## config.mk

```make
export PLATFORM = sky130hd
export DESIGN_NAME = psum_accumulator
export DESIGN_NICKNAME = d
export VERILOG_FILES = /design/src/rtl/psum_accumulator.sv
export SDC_FILE = /design/constraint.sdc
export NUM_CORES = 1
export LEC_CHECK = 0
export ABC_CLOCK_PERIOD_IN_PS = 2600
export BUFFER_PORTS_ARGS = -buffer_cell sky130_fd_sc_hd__buf_4
export CAP_MARGIN = 20
export CORE_MARGIN = 1
export CORE_UTILIZATION = 52
export CTS_CLUSTER_DIAMETER = 150
export CTS_CLUSTER_SIZE = 14
export DETAILED_ROUTE_END_ITERATION = 7
export GPL_TIMING_DRIVEN = 0
export HOLD_SLACK_MARGIN = 0.15
export PLACE_DENSITY = 0.76
export SLEW_MARGIN = 20
export SYNTH_ARGS = -nofsm -noshare
export SYNTH_HDL_FRONTEND = slang
export SYNTH_SLANG_ARGS = --single-unit
```

## constraint.sdc

```tcl
create_clock -name clk -period 2.6 [get_ports clk]
set_clock_uncertainty 0.1 [all_clocks]
set_input_delay 0.52 -clock clk [delete_from_list [all_inputs] [get_ports clk]]
set_output_delay 0.52 -clock clk [all_outputs]
set_load 0.005 [all_outputs]
```

## src/rtl/psum_accumulator.sv

```systemverilog
// psum_accumulator: sums VEC_LEN consecutive partial-sum beats from mac_unit
// into one dot-product result held in a one-entry output register.
// Optional feature macro: PSUM_ACC_SAT_EN (saturating adds plus sticky overflow
// flag); when undefined, adds wrap modulo 2^OUT_BITS and out_ovf is tied low.
module psum_accumulator #(
    parameter int ACCUM_BITS = 24,
    parameter int OUT_BITS   = 32,
    parameter int VEC_LEN    = 16
) (
    input  logic                  clk,
    input  logic                  rst,
    input  logic                  clr,
    input  logic                  in_valid,
    output logic                  in_ready,
    input  logic [ACCUM_BITS-1:0] in_psum,
    output logic                  out_valid,
    input  logic                  out_ready,
    output logic [OUT_BITS-1:0]   out_sum,
    output logic                  out_ovf,
    output logic                  busy
);

    localparam int CNT_BITS = $clog2(VEC_LEN + 1);
    localparam logic [CNT_BITS-1:0] LAST_CNT = CNT_BITS'(VEC_LEN - 1);

    typedef enum logic {
        ST_ACCUM = 1'b0,
        ST_HOLD  = 1'b1
    } state_t;

    state_t                r_state;
    state_t                w_state_nxt;
    logic [OUT_BITS-1:0]   r_acc;
    logic [OUT_BITS-1:0]   r_sum;
    logic [CNT_BITS-1:0]   r_cnt;
    logic [OUT_BITS-1:0]   w_add;
    logic                  w_in_ready;
    logic                  w_accept;
    logic                  w_last;

    // Input side may accept whenever the output register is empty or draining this cycle
    always_comb begin
        w_in_ready = !rst && ((r_state == ST_ACCUM) || out_ready);
        // A beat offered during clr completes its handshake but is discarded
        w_accept   = in_valid && w_in_ready && !clr;
        w_last     = w_accept && (r_cnt == LAST_CNT);
    end

`ifdef PSUM_ACC_SAT_EN
    logic [OUT_BITS:0] w_wide;
    logic              w_add_ovf;
    logic              r_ovf;
    logic              r_out_ovf;

    // Saturating add: carry out of the accumulator clamps to all ones
    always_comb begin
        w_wide    = {1'b0, r_acc} + (OUT_BITS + 1)'(in_psum);
        w_add_ovf = w_wide[OUT_BITS];
        w_add     = w_add_ovf ? '1 : w_wide[OUT_BITS-1:0];
    end

    // Sticky per-vector overflow bit, cleared together with the accumulator
    always_ff @(posedge clk or posedge rst) begin
        if (rst) begin
            r_ovf <= 1'b0;
        end else if (clr) begin
            r_ovf <= 1'b0;
        end else if (w_accept) begin
            r_ovf <= w_last ? 1'b0 : (r_ovf | w_add_ovf);
        end
    end

    // Overflow flag travels with the result into the output register
    always_ff @(posedge clk or posedge rst) begin
        if (rst) begin
            r_out_ovf <= 1'b0;
        end else if (w_last) begin
            r_out_ovf <= r_ovf | w_add_ovf;
        end
    end

    assign out_ovf = r_out_ovf;
`else
    // Wrapping add modulo 2^OUT_BITS
    always_comb begin
        w_add = r_acc + OUT_BITS'(in_psum);
    end

    assign out_ovf = 1'b0;
`endif

    // Accumulator and beat counter; the last beat restarts both for the next vector
    always_ff @(posedge clk or posedge rst) begin
        if (rst) begin
            r_acc <= '0;
            r_cnt <= '0;
        end else if (clr) begin
            r_acc <= '0;
            r_cnt <= '0;
        end else if (w_accept) begin
            if (w_last) begin
                r_acc <= '0;
                r_cnt <= '0;
            end else begin
                r_acc <= w_add;
                r_cnt <= r_cnt + 1'b1;
            end
        end
    end

    // Output register loads the finished vector sum, unaffected by clr
    always_ff @(posedge clk or posedge rst) begin
        if (rst) begin
            r_sum <= '0;
        end else if (w_last) begin
            r_sum <= w_add;
        end
    end

    // State register: ACCUM = output register empty, HOLD = output register full
    always_ff @(posedge clk or posedge rst) begin
        if (rst) begin
            r_state <= ST_ACCUM;
        end else begin
            r_state <= w_state_nxt;
        end
    end

    // Next state: a last beat always (re)fills the output; draining without reload empties it
    always_comb begin
        w_state_nxt = r_state;
        case (r_state)
            ST_ACCUM: begin
                if (w_last) begin
                    w_state_nxt = ST_HOLD;
                end
            end
            ST_HOLD: begin
                if (w_last) begin
                    w_state_nxt = ST_HOLD;
                end else if (out_ready) begin
                    w_state_nxt = ST_ACCUM;
                end
            end
            default: w_state_nxt = ST_ACCUM;
        endcase
    end

    assign in_ready  = w_in_ready;
    assign out_valid = (r_state == ST_HOLD);
    assign out_sum   = r_sum;
    assign busy      = (r_cnt != '0);

endmodule
```

# == Word-level counts from Yosys, hierarchy flattened ==
# Index checks and enable logic that the tools add are counted.
# classes
add_sub_neg,2
eq_ne,1
muxes,10
bitwise,1
reduce_logical,9
# op_table
operator,count
$mux 32,3
$add 32x24->32,1
$mux 5,3
$add 5x1->5 const B,1
$eq 5x4->1 const B,1
$reduce_bool 5->1,1
$logic_and 1x1->1,4
$mux 1,3
$logic_not 1->1,2
$pmux 1 s2,1
$reduce_bool 2->1,1
$logic_or 1x1->1,1
$not 1->1,1
# totals
reg_bits,70
input_bits,29
output_inout_bits,36
word_cells,27

# == Logic depth before layout (Yosys ltp) ==
# depth
depth_word,9
mapped_depth,9
mapped_depth_nobuf,9

# == Worst setup path before layout ==
# OpenSTA, ideal clock, no wires.
# synth_path
kind,input to register
start,in in_psum[0]
end,reg r_acc[12]
setup_ns,0.122
arrival_ns,2.598
required_ns,2.378
setup_slack_ns,-0.219
cell_stages,9
path_buffers,0
cell_sequence,ha_1 -> fa_1 -> a21o_1 -> a221oi_2 -> a221oi_2 -> o21ai_2 -> a21boi_1 -> or3_1 -> a32o_1
# synth_between
elab_chain_cells,4
# synth_lines
item,line_no,text
start: declaration,15,"input logic [ACCUM_BITS-1:0] in_psum,"
$add 32x24->32,86,w_add = r_acc + OUT_BITS'(in_psum);
$mux 32,101,if (w_last) begin
$mux 32,100,end else if (w_accept) begin
$mux 32,97,end else if (clr) begin
end signal: assignment,105,r_acc <= w_add;
end: declaration,33,logic [OUT_BITS-1:0] r_acc;
# Every way passes these cells. The select of a mux whose other input is x is not followed.
# A chain may end at the register's enable or synchronous reset.

# == Worst setup path in the final report ==
# layout_path
start,reg r_acc[0]
end,reg r_acc[12]
# layout_between
elab_chain_cells,4
# layout_lines
item,line_no
$add 32x24->32,86
$mux 32,101
$mux 32,100
$mux 32,97
# Every way passes these cells. The select of a mux whose other input is x is not followed.

==> impl_metrics.env <==
export IMPL_status="finished, violations left"
export IMPL_violations="negative setup slack"
export IMPL_internal_power_mw=1.89
export IMPL_vias_after_detailed_routing=3994
export IMPL_netlist_area_leader_share_pct=38.8
export IMPL_critical_path_class="register to register"
export IMPL_pwr_density_cell_nw_per_um2=486
export IMPL_cts_sinks=70
export IMPL_endpoint_kind="register"
export IMPL_die_area_um2=9050
export IMPL_whs_ns=0.272
export IMPL_layoutNonFillerInstCount=681
export IMPL_drv_cap=0
export IMPL_initial_utilization_pct=54.4
export IMPL_placedInstanceArea_um2=5160
export IMPL_ys_async_sr_fraction_pct=100
export IMPL_synth_warning_count=0
export IMPL_ant_nets=0
export IMPL_final_setup_tns_ns=-1.13
export IMPL_hold_viol_final=0
export IMPL_postSynth_topFlopCell="sky130_fd_sc_hd__dfrtp_1"
export IMPL_grt_start_max_net_pins=58
export IMPL_gp_congestion=0.899
export IMPL_area_growth_pct=26.2
export IMPL_synth_net_count=537
export IMPL_synthesized_area_per_cell_um2=9.38
export IMPL_ioPinCount=65
export IMPL_cts_htree_levels=3
export IMPL_worst_slack_ns=-0.151
export IMPL_rsz0062_at_grt="yes"
export IMPL_fp_coreArea_um2=8300
export IMPL_io_buffer_count=62
export IMPL_tritoncts_clock_tree="yes"
export IMPL_min_period_ns=2.75
export IMPL_cp_data_required_time_ns=2.75
export IMPL_final_setup_viol_count=14
export IMPL_diodes=0
export IMPL_power_total_mw=2.77
export IMPL_netSwitchingFraction_pct=32.0
export IMPL_hpwlAfterDp_mm=8.02
export IMPL_number_of_distinct_standard_cells_referenced_by_the_synthesized_netlist=73
export IMPL_worstHoldPathType="primary input to register"
export IMPL_edff_count_synth=0
export IMPL_fmaxAchievable_ghz=0.363
export IMPL_global_route_usage_total_pct=26.8
export IMPL_post_synth_top_area_cell="sky130_fd_sc_hd__dfrtp_1"
export IMPL_layout_drive_gt1_share_pct=29.9
export IMPL_num_nets_final=627
export IMPL_worst_slew_pin_transition_ns=0.811
export IMPL_final_period_utilization_pct=106
export IMPL_synthesis_stage_register_bit_count=70
export IMPL_drc=0
export IMPL_drt_vias_per_instance=5.86
export IMPL_cts_root_buffer="sky130_fd_sc_hd__clkbuf_8"
export IMPL_critical_path_max_fanout=3
export IMPL_crit_arrival_ns=2.90
export IMPL_path_clk_slew_ns=0.08
export IMPL_report_final_slew_viol_count=0
export IMPL_p_seq_share_pct=42.0
export IMPL_clk_insertion_delay_late_ns=0.36
export IMPL_die_height_um=95.2
export IMPL_routed_wl_mm=11.7
export IMPL_dr_first_iter_drc_count=276
export IMPL_ir_worst_vdd_mv=0.231
export IMPL_syn_cell_area_um2=4510
export IMPL_reg2reg_setup_slack_ns=-0.15
export IMPL_dp_cells=649
export IMPL_p_sw_mw=0.886
export IMPL_slew_headroom_pct=45.5
export IMPL_cts_root_to_sink_buffers=2
export IMPL_fin_area_um2=5700
export IMPL_tritoncts_num_buffers=9
export IMPL_static_leakage_power_nw=2.70
export IMPL_global_route_overflow_total=0
export IMPL_synthCells=481
export IMPL_grt_first_pass_wirelength_mm=18.5
export IMPL_comb_power_share_pct=25.5
export IMPL_synth_top_cells_by_area="sky130_fd_sc_hd__dfrtp_1 (39%), sky130_fd_sc_hd__nand2_1 (7.7%), sky130_fd_sc_hd__ha_1 (7.2%)"
export IMPL_final_util_pct=68.6
export IMPL_setup_worst_path_start_class="register"
export IMPL_clock_power_share_pct=32.4
export IMPL_synth_seq_area_share_pct=38.8
export IMPL_grt_pass1_vias=3873
export IMPL_dp_slack_ns=-0.411
export IMPL_width_of_the_chip_um=95.2
export IMPL_drtPass1Iterations=5
export IMPL_floorplan_rows=33
export IMPL_average_wire_length_per_cell_after_detail_routing_um=17.1
export IMPL_initial_antenna_violation_count=0
[path summary, 6_finish.rpt]
path	startpoint	cells after the start	endpoint
max	r_acc[0]$_DFFE_PP0P_	9	r_acc[12]$_DFFE_PP0P_
min in group asynchronous	rst	3	out_valid$_DFF_PP0_
min reg2reg	out_sum[7]$_DFFE_PP0P_	2	out_sum[7]$_DFFE_PP0P_
max reg2reg	r_acc[0]$_DFFE_PP0P_	9	r_acc[12]$_DFFE_PP0P_
min	clr	2	r_cnt[1]$_DFFE_PP0P_
max in group asynchronous	rst	4	r_acc[15]$_DFFE_PP0P_
[layout make-up]
type | count | area, um^2
Timing Repair Buffer | 80 | 636
Inverter | 12 | 47.5
Sequential cell | 70 | 1750
Fill cell | 631 | 2600
Buffer | 21 | 133
Clock inverter | 6 | 61.3
Clock buffer | 10 | 128
Multi-Input combinational cell | 377 | 2810
Tap cell | 105 | 131
[cell usage after synthesis (3+ instances only)]
cell                       number
sky130_fd_sc_hd__o21ai_1        9
sky130_fd_sc_hd__ha_1          26
sky130_fd_sc_hd__a21o_1        12
sky130_fd_sc_hd__clkbuf_1      11
sky130_fd_sc_hd__a22o_1        19
sky130_fd_sc_hd__nand2_1       92
sky130_fd_sc_hd__a21oi_1       34
sky130_fd_sc_hd__mux2i_1        4
sky130_fd_sc_hd__inv_1         12
sky130_fd_sc_hd__o211ai_1       7
sky130_fd_sc_hd__nand4_1        8
sky130_fd_sc_hd__xor2_1         9
sky130_fd_sc_hd__xnor2_1       17
sky130_fd_sc_hd__a21oi_2        5
sky130_fd_sc_hd__buf_6          3
sky130_fd_sc_hd__and3_1         6
sky130_fd_sc_hd__mux2_2         4
sky130_fd_sc_hd__o21ai_0       21
sky130_fd_sc_hd__nor3_1         9
sky130_fd_sc_hd__dfrtp_1       70
sky130_fd_sc_hd__nand3_1       11
sky130_fd_sc_hd__buf_2          4
sky130_fd_sc_hd__or3_1          6
sky130_fd_sc_hd__nor2_1        21
[cells in the final DEF, fill, tap and decap left out, types with 3 or more instances in the layout]
cell type / instances
sky130_fd_sc_hd__a21o_1: 12
sky130_fd_sc_hd__o21ai_1: 13
sky130_fd_sc_hd__clkbuf_1: 10
sky130_fd_sc_hd__dfrtp_1: 70
sky130_fd_sc_hd__and3_1: 6
sky130_fd_sc_hd__nand4_1: 8
sky130_fd_sc_hd__a211oi_2: 3
sky130_fd_sc_hd__buf_4: 79
sky130_fd_sc_hd__o211ai_1: 7
sky130_fd_sc_hd__o21ai_0: 17
sky130_fd_sc_hd__nand2_1: 92
sky130_fd_sc_hd__nor2_1: 21
sky130_fd_sc_hd__ha_4: 7
sky130_fd_sc_hd__nand3_1: 10
sky130_fd_sc_hd__buf_2: 3
sky130_fd_sc_hd__a21oi_4: 5
sky130_fd_sc_hd__inv_1: 11
sky130_fd_sc_hd__mux2i_1: 4
sky130_fd_sc_hd__nor3_1: 8
sky130_fd_sc_hd__a21oi_2: 5
sky130_fd_sc_hd__xnor2_2: 4
sky130_fd_sc_hd__clkbuf_8: 10
sky130_fd_sc_hd__or3_1: 4
sky130_fd_sc_hd__xor2_1: 9
sky130_fd_sc_hd__buf_6: 3
sky130_fd_sc_hd__a22o_1: 19
sky130_fd_sc_hd__clkinv_2: 3
sky130_fd_sc_hd__a21boi_2: 3
sky130_fd_sc_hd__ha_1: 17
sky130_fd_sc_hd__mux2_2: 3
sky130_fd_sc_hd__a21oi_1: 31
sky130_fd_sc_hd__xnor2_1: 13
sky130_fd_sc_hd__or3_4: 3
[power groups by stage]
stage / Clock [mW] / Sequential, mW / Combinational, mW
after floorplan: 0 / 1.18 / 0.451
after global placement: 0 / 1.18 / 0.594
after detailed placement: 0 / 1.18 / 0.614
after CTS: 0.900 / 1.16 / 0.630
after global routing: 0.958 / 1.17 / 0.770
final: 0.899 / 1.16 / 0.707
[per-layer routing]
metal  vias up  track usage [%]  part of all wire, %
met3        32             5.18                  6.4
met2       169             43.3                   48
met4         0             9.60                  2.3
met5         -                0                    0
li1       1914                -                    -
met1      1879             35.8                   43
[flip-flops by register name (all words and copies together), names as in the netlist]
signal,cells
r_acc,32
out_sum,32
r_cnt,5
out_valid,1
[critical path, cell delays in order, from the launching register on]
cell	delay [ns]
sky130_fd_sc_hd__dfrtp_1	0.42
sky130_fd_sc_hd__ha_4	0.17
sky130_fd_sc_hd__fa_2	0.35
sky130_fd_sc_hd__a21o_1	0.22
sky130_fd_sc_hd__a221oi_4	0.33
sky130_fd_sc_hd__a221oi_2	0.14
sky130_fd_sc_hd__o21ai_2	0.19
sky130_fd_sc_hd__a21boi_2	0.08
sky130_fd_sc_hd__or3_4	0.39
sky130_fd_sc_hd__a32o_1	0.25
[what timing repair did]
action | 4_1_cts | 5_1_grt
setup buffers | 5 | 11
hold buffers | 1 | 0
pin swaps | 12 | 16
resized for setup | 5 | 35
endpoints found under the hold margin | 13 | 0
setup endpoints to repair | 14 | 30
[cells by family (layout without fill, tap and decap cells)]
group,after synthesis,in the layout,share of synthesized area (%)
other,1,1,0.0831
buffers and inverters,34,129,3.94
AND/OR/NAND/NOR,176,176,19.2
AO/OA/AOI/OAI,138,138,23.1
flip-flops,70,70,38.8
adder cells (fa/ha/maj),27,27,7.65
XOR/XNOR,26,26,5.05
multiplexers,9,9,2.22
(Power assumes the default switching activity.)
